### config.mk
export PLATFORM = sky130hd
export DESIGN_NAME = input_command_arbiter
export DESIGN_NICKNAME = d
export VERILOG_FILES = /design/src/rtl/input_command_arbiter.sv
export SDC_FILE = /design/constraint.sdc
export NUM_CORES = 1
export LEC_CHECK = 0
export ABC_CLOCK_PERIOD_IN_PS = 2080
export BUFFER_PORTS_ARGS = -buffer_cell sky130_fd_sc_hd__buf_2
export CORE_UTILIZATION = 35
export CTS_CLUSTER_SIZE = 25
export DETAILED_ROUTE_END_ITERATION = 10
export SLEW_MARGIN = 5
export SYNTH_ARGS = -nofsm -noshare
export SYNTH_HDL_FRONTEND = slang
export SYNTH_SLANG_ARGS = --single-unit
export TNS_END_PERCENT = 5
### constraint.sdc
create_clock -name CLK -period 2.08 [get_ports CLK]
set_input_delay 0.104 -clock CLK [delete_from_list [all_inputs] [get_ports CLK]]
set_output_delay 0.104 -clock CLK [all_outputs]
set_load 0.01 [all_outputs]
### src/rtl/input_command_arbiter.sv
// Input command arbiter: turns keycodes and gravity ticks into single move
// commands for the game FSM over a valid/ready handshake.
module input_command_arbiter #(
  parameter logic [7:0] LEFT_KEYCODE         = 8'h04,
  parameter logic [7:0] RIGHT_KEYCODE        = 8'h07,
  parameter logic [7:0] LEFT_ROTATE_KEYCODE  = 8'h14,
  parameter logic [7:0] RIGHT_ROTATE_KEYCODE = 8'h1a,
  parameter logic [7:0] HARD_DROP_KEYCODE    = 8'h2c,
  parameter logic [7:0] HOLDPIECE_KEYCODE    = 8'h0f,
  parameter int         DAS_DELAY            = 16,
  parameter int         ARR_PERIOD           = 4
) (
  input  logic       CLK,
  input  logic       RESET,
  input  logic [7:0] keyboardinput,
  input  logic       gravity_tick,
  input  logic       flush,
  input  logic       cmd_ready,
  output logic       cmd_valid,
  output logic [2:0] cmd_op,
  output logic [2:0] queue_count,
  output logic       overflow
);

  localparam logic [2:0] OP_NONE  = 3'd0;
  localparam logic [2:0] OP_LEFT  = 3'd1;
  localparam logic [2:0] OP_RIGHT = 3'd2;
  localparam logic [2:0] OP_ROTL  = 3'd3;
  localparam logic [2:0] OP_ROTR  = 3'd4;
  localparam logic [2:0] OP_FALL  = 3'd5;
  localparam logic [2:0] OP_HDROP = 3'd6;
  localparam logic [2:0] OP_HOLD  = 3'd7;

  localparam int DAS_W = $clog2(DAS_DELAY + 1);
  localparam int ARR_W = (ARR_PERIOD > 1) ? $clog2(ARR_PERIOD) : 1;

  typedef enum logic {S_IDLE, S_PRESENT} state_e;

  function automatic logic [2:0] key_map(input logic [7:0] k);
    logic [2:0] op;
    op = OP_NONE;
    if      (k == LEFT_KEYCODE)         op = OP_LEFT;
    else if (k == RIGHT_KEYCODE)        op = OP_RIGHT;
    else if (k == LEFT_ROTATE_KEYCODE)  op = OP_ROTL;
    else if (k == RIGHT_ROTATE_KEYCODE) op = OP_ROTR;
    else if (k == HARD_DROP_KEYCODE)    op = OP_HDROP;
    else if (k == HOLDPIECE_KEYCODE)    op = OP_HOLD;
    return op;
  endfunction

  logic [7:0]       prev_key_q;
  logic [DAS_W-1:0] das_cnt_q, das_cnt_d;
  logic [ARR_W-1:0] arr_cnt_q, arr_cnt_d;
  logic             ev_vld_q, ev_vld_d;
  logic [2:0]       ev_op_q, ev_op_d;
  logic [3:0][2:0]  fifo_q;
  logic [1:0]       wr_ptr_q, rd_ptr_q;
  logic [2:0]       count_q, count_d;
  logic             grav_q, grav_d;
  logic             hold_used_q, hold_used_d;
  logic             rr_last_q;   // 1: gravity won last, 0: key FIFO won last
  logic             src_q;       // source of the presented command, 1 = gravity
  logic             cmd_valid_q;
  logic [2:0]       cmd_op_q;
  state_e           state_q;

  logic [2:0] key_op, head_op;
  logic       key_held, lr_held, das_sat, repeat_ev;
  logic       xfer, pop, wr_try, wr, full, pick_grav;

  // Key edge detection and DAS/ARR auto-repeat.
  always_comb begin
    key_op    = key_map(keyboardinput);
    key_held  = (keyboardinput == prev_key_q);
    lr_held   = key_held && (key_op == OP_LEFT || key_op == OP_RIGHT);
    das_sat   = (das_cnt_q == DAS_W'(DAS_DELAY));
    repeat_ev = lr_held && das_sat && (arr_cnt_q == '0);
    das_cnt_d = '0;
    arr_cnt_d = '0;
    if (lr_held && !flush) begin
      das_cnt_d = das_sat ? das_cnt_q : das_cnt_q + 1'b1;
      if (das_sat)
        arr_cnt_d = (arr_cnt_q == ARR_W'(ARR_PERIOD - 1)) ? '0 : arr_cnt_q + 1'b1;
    end
    // An edge seen during flush is dropped; prev_key still tracks the input.
    ev_vld_d = !flush && ((!key_held && key_op != OP_NONE) || repeat_ev);
    ev_op_d  = ev_vld_d ? key_op : OP_NONE;
  end

  // FIFO, gravity and hold bookkeeping.
  always_comb begin
    head_op     = fifo_q[rd_ptr_q];
    xfer        = cmd_valid_q && cmd_ready && !flush;
    pop         = xfer && !src_q;
    full        = (count_q == 3'd4);
    wr_try      = ev_vld_q && !(ev_op_q == OP_HOLD && hold_used_q);
    wr          = wr_try && !flush && (!full || pop);
    overflow    = wr_try && !flush && full && !pop;
    count_d     = flush ? 3'd0 : count_q + {2'b00, wr} - {2'b00, pop};
    grav_d      = flush ? 1'b0 : gravity_tick ? 1'b1 : (xfer && src_q) ? 1'b0 : grav_q;
    hold_used_d = flush ? 1'b0 : (xfer && cmd_op_q == OP_HOLD) ? 1'b1 : hold_used_q;
    // HARD_DROP at the head pre-empts gravity regardless of round-robin state.
    pick_grav   = grav_q && (count_q == 3'd0 || (head_op != OP_HDROP && !rr_last_q));
  end

  always_ff @(posedge CLK or posedge RESET) begin
    if (RESET) begin
      prev_key_q  <= 8'h00;
      das_cnt_q   <= '0;
      arr_cnt_q   <= '0;
      ev_vld_q    <= 1'b0;
      ev_op_q     <= OP_NONE;
      fifo_q      <= '0;
      wr_ptr_q    <= 2'd0;
      rd_ptr_q    <= 2'd0;
      count_q     <= 3'd0;
      grav_q      <= 1'b0;
      hold_used_q <= 1'b0;
    end else begin
      prev_key_q  <= keyboardinput;
      das_cnt_q   <= das_cnt_d;
      arr_cnt_q   <= arr_cnt_d;
      ev_vld_q    <= ev_vld_d;
      ev_op_q     <= ev_op_d;
      count_q     <= count_d;
      grav_q      <= grav_d;
      hold_used_q <= hold_used_d;
      if (flush) begin
        wr_ptr_q <= 2'd0;
        rd_ptr_q <= 2'd0;
      end else begin
        if (wr) begin
          fifo_q[wr_ptr_q] <= ev_op_q;
          wr_ptr_q         <= wr_ptr_q + 2'd1;
        end
        if (pop) rd_ptr_q <= rd_ptr_q + 2'd1;
      end
    end
  end

  // Output FSM: select in IDLE, hold stable in PRESENT until transfer.
  always_ff @(posedge CLK or posedge RESET) begin
    if (RESET) begin
      state_q     <= S_IDLE;
      cmd_valid_q <= 1'b0;
      cmd_op_q    <= OP_NONE;
      src_q       <= 1'b0;
      rr_last_q   <= 1'b1;
    end else if (flush) begin
      state_q     <= S_IDLE;
      cmd_valid_q <= 1'b0;
      cmd_op_q    <= OP_NONE;
    end else begin
      case (state_q)
        S_IDLE: begin
          if (count_q != 3'd0 || grav_q) begin
            state_q     <= S_PRESENT;
            cmd_valid_q <= 1'b1;
            cmd_op_q    <= pick_grav ? OP_FALL : head_op;
            src_q       <= pick_grav;
          end
        end
        S_PRESENT: begin
          if (xfer) begin
            state_q     <= S_IDLE;
            cmd_valid_q <= 1'b0;
            cmd_op_q    <= OP_NONE;
            rr_last_q   <= src_q;
          end
        end
        default: state_q <= S_IDLE;
      endcase
    end
  end

  assign cmd_valid   = cmd_valid_q;
  assign cmd_op      = cmd_op_q;
  assign queue_count = count_q;

endmodule

# Word-level counts from Yosys, hierarchy flattened

Index checks and enable logic that the tools add are counted.

Output and inout bits: 8
Word-level logic and storage cells: 132
Bits in registers: 47
Bits of input ports: 13

Equality and inequality tests: 18
$add $sub $neg: 6
Multiplexer cells: 40
Bitwise operators: 2
Order comparisons: 3
Reduce and logical (&&, ||, !) cells: 44

Operators by type and width:

| kind                                                                 | number |
|---|---|
| 3-bit 2-to-1 mux                                                     | 14 |
| 1-bit logical AND                                                    | 20 |
| 8-bit by 3-bit == test with 1-bit output, second input constant      | 2 |
| 8-bit by 5-bit == test with 1-bit output, second input constant      | 2 |
| 2-bit 2-to-1 mux                                                     | 7 |
| 12-bit bitwise mux                                                   | 1 |
| 1-bit 2-to-1 mux                                                     | 11 |
| 5-bit 2-to-1 mux                                                     | 2 |
| 3-bit == test, second input constant                                 | 3 |
| 3-bit nonzero test                                                   | 3 |
| 8-bit by 4-bit == test with 1-bit output, second input constant      | 1 |
| 8-bit by 6-bit == test with 1-bit output, second input constant      | 1 |
| 8-bit == test                                                        | 1 |
| 1-bit logical NOT                                                    | 7 |
| 2-bit by 1-bit adder with 2-bit output, second input constant        | 3 |
| 3-bit binary-select mux with 2-bit select                            | 1 |
| 3-bit demux with 2-bit select                                        | 1 |
| 2-bit by 3-bit < comparator with 1-bit output, second input constant | 2 |
| 3-bit inequality test, second input constant                         | 2 |
| 3-bit one-hot mux with 2 select lines                                | 1 |
| 3-bit AND reduction                                                  | 2 |
| 2-bit nonzero test                                                   | 3 |
| 5-bit by 1-bit adder with 5-bit output, second input constant        | 1 |
| 5-bit == test, second input constant                                 | 1 |
| 14 further kinds                                                     | 21 |

# Logic depth before layout (Yosys ltp)

Word-level depth: 15
Depth in mapped cells: 10
Gate-level depth less buffers: 9

# Least setup slack after synthesis

OpenSTA, ideal clock, no wires.

Path kind: flip-flop to flip-flop
Start point: reg count_q[0] (netlist: queue_count[0])
End point: reg count_q[1] (netlist: queue_count[1])
Clock period less this slack: 2.276 ns
Buffers on the path: 1
Setup slack: -0.196 ns
Data required time: 1.948 ns
Cell stages (with the launch flop): 10
Library setup time: 0.132 ns
Arrival: 2.143 ns
Cell sequence: dfrtp_1 -> or3b_1 -> o2111a_1 -> buf_2 -> inv_2 -> ha_1 -> inv_1 -> ha_1 -> fa_1 -> nor2b_1

Longest elaborated chain between the ends: 7

Ends and longest elaborated chain:

| what                                            | RTL line | RTL |
|---|---|---|
| start, declared                                 | 58       | `logic [2:0] count_q, count_d;` |
| start signal, assigned                          | 125      | `count_q <= count_d;` |
| 3-bit == test                                   | 95       | `full = (count_q == 3'd4);` |
| 1-bit logical NOT                               | 97       | `wr = wr_try && !flush && (!full \|\| pop);` |
| 1-bit logical OR                                | 97       |  |
| 1-bit logical AND                               | 97       |  |
| 3-bit by 1-bit adder with 3-bit output (*)      | 99       | `count_d = flush ? 3'd0 : count_q + {2'b00, wr} - {2'b00, pop};` |
| 3-bit by 1-bit subtractor with 3-bit output (*) | 99       |  |
| 3-bit 2-to-1 mux (*)                            | 99       |  |
| named net count_d[1]                            | 58       |  |

Mark *: on every way through the listed nets, which the timed path passes. The rest lies on a longest branch.
A chain may end at the register's enable or synchronous reset.

# Worst setup path after layout

Start point: reg count_q[1] (netlist: queue_count[1])
End point: reg count_q[1] (netlist: queue_count[1])

Same word-level chain as after synthesis.

==> flow_summary.ini <==
[run_status]
status = finished with violations
violations = DRC, setup timing

[power]
leakage_nw = 1.265
total_power_w = 0.001863
power_density_mw_per_mm2 = 666.5
ir_worst_vdd_v = 0.0003792

[drt]
viasPerCell = 4.987
drcViolationCount = 4
drt_iter0_markers = 103
firstDrtPassIters = 7
drt_wl_total_um = 4281
vias = 1591
antenna_left = 0
wire_per_inst_um = 13.42

[timing]
timing.final.crit_period_ps = 2113
slew_headroom_pct = 70.72
fin_skew_ps = 3.085
layout_setup_ws_ps = -33.10
whs_ps = 16.35
finalSetupViolations = 2
hold_viol_final = 0
tns_ps = -49.52
fin_crit_sh_pct = 101.6
finalMaxSlewViolations = 0
max_freq_mhz = 473.2
worst_pin_slew_ps = 428.1
rsz0062_at_grt = yes

[clock_tree]
clock_tree.root_cell = clkbuf_8
h-tree-depth = 2
worstSkewPairLatency_ps = 290
path_clk_slew_ps = 80
clockBufferDepth = 2
cts_sinks = 47
post_cts_buffers = 0
tritoncts = yes
cts_inserted_buffers = 5

[setup_path]
arrival_ps = 2300
end_kind = register
crit_required_ps = 2260
cp_max_fo = 2
criticalPathCategory = reg2reg
cp-start-kind = register

[placed_design]
pre_cts_ws_ps = -50.96
port-buffer-count = 20
gp_congestion = 0.7910
hpwl_um = 3269

[layout]
layout.cells.most_common = dfrtp_1
n_antenna_cell = 0
drive_above_1_share_pct = 23.14
nets = 265
final_cell_mix = dfrtp_1 (44), buf_2 (20), nor2_1 (15)
fillCellCount = 594
area_growth_pct = 18.33

[flow_run]
max_cap_viol_count = 0

[yosys]
synth-edff-count = 0
synth_flop_cell = dfrtp_1
synth_nets = 228
syn_avg_cell_area_um2 = 11.58
synth-seq-cells = 47
async_flop_share_pct = 100.0
synth_area_mm2 = 0.002362
yosys_warnings = 0
synth_seq_area_share_pct = 49.84
syn_inst = 204
ys_types = 47

[grt]
gr-total-overflow = 0
antenna_found_initial = 0
grt_pass1_vias = 1623
grt_usage_pct = 13.61
grt_pass1_wl_um = 7638
grt_max_degree = 31

[floorplan]
die_w_um = 84.16
start_util_pct = 36.78
chipHeight_um = 84.16
die_area_mm2 = 0.007082
core-area_mm2 = 0.006422
num_io_pins = 21
num_rows = 29

[worst_hold_path]
hold_path_class = in2reg
-- synth_stat cells (4+ instances only) --
cell type	n	area [µm²]
clkbuf_1	4	15.01
dfrtp_1	46	1151
ha_1	10	125.1
inv_1	14	52.55
mux2_1	12	135.1
nand2_1	12	45.04
nand3_1	7	35.03
nand4_1	4	25.02
nor2_1	15	56.30
nor3_1	4	20.02
xnor2_1	14	122.6
-- power breakdown --
part | total [W] | switching, W | internal, W
Sequential | 0.00101 | 0.0000410 | 0.000965
Combinational | 0.000268 | 0.000139 | 0.000129
Clock | 0.000589 | 0.000286 | 0.000303
Total | 0.00186 | 0.000466 | 0.00140
-- area by class of cell --
cell class | instances | area, µm² | area share [%]
Multi-Input combinational cell | 135 | 1120 | 40.06
Sequential cell | 47 | 1180 | 42.21
Inverter | 15 | 58.81 | 2.104
Tap cell | 77 | 96.34 | 3.447
Clock buffer | 8 | 100.1 | 3.581
Timing Repair Buffer | 37 | 240.2 | 8.594
-- worst max-delay path, stage by stage, from the launching register on --
cell	delay, ps
dfrtp_2	410
or3b_4	390
o2111a_1	270
inv_2	70
ha_4	190
inv_4	50
ha_4	110
fa_1	390
nor2b_1	130
-- what timing repair did --
item	4_1_cts	5_1_grt
pin swaps	3	2
hold buffers	5	0
hold endpoints to repair	50	0
endpoints found under the setup margin	2	2
resized for setup	0	2
-- per-stage QoR --
step,std cells,instance area [µm²],utilization [%]
finish,319,2795,43.52
global route,319,2795,43.52
CTS,319,2790,43.44
detailed placement,306,2640,41.11
global placement,306,2640,41.11
floorplan,204,2396,-
-- layer usage --
| layer | share of wire (%) | global-route usage (%) | vias to the layer above |
|---|---|---|---|
| met5 | 0 | 0 | - |
| met4 | 0.82 | 3.292 | 0 |
| met3 | 3.3 | 3.933 | 5 |
| met2 | 48 | 22.13 | 23 |
| met1 | 48 | 18.01 | 777 |
| li1 | - | - | 786 |
-- sequential cells by signal, indices dropped and copies added (netlist names) --
name and count:
fifo_q 12, prev_key_q 8, das_cnt_q 5, cmd_op 3, ev_op_q 3, queue_count 3
arr_cnt_q 2, rd_ptr_q 2, wr_ptr_q 2, cmd_valid 1, ev_vld_q 1, grav_q 1
hold_used_q 1, rr_last_q 1, src_q 1, state_q 1
-- kinds of logic (layout without fill, tap and decap cells) --
family          after synthesis  count (layout)  synth area share [%]
simple gates                 65              65                 16.74
flops                        47              47                 49.84
compound gates               26              26                 8.051
buf+inv                      22              60                 3.919
xor+xnor                     17              17                 6.303
mux                          16              16                 9.004
fa+ha+maj                    11              11                 6.144
-- final timing paths --
kind                                   from  cells past startpoint        endpoint  slack [ps]
max in group asynchronous             RESET                      4       rr_last_q        1330
min in group asynchronous             RESET                      4       fifo_q[0]         370
setup reg to reg             queue_count[1]                      8  queue_count[1]         -30
hold / removal             keyboardinput[0]                      1   prev_key_q[0]          20
setup / recovery             queue_count[1]                      8  queue_count[1]         -30
hold reg to reg                  fifo_q[11]                      1      fifo_q[11]         490
(Power assumes the default switching activity.)
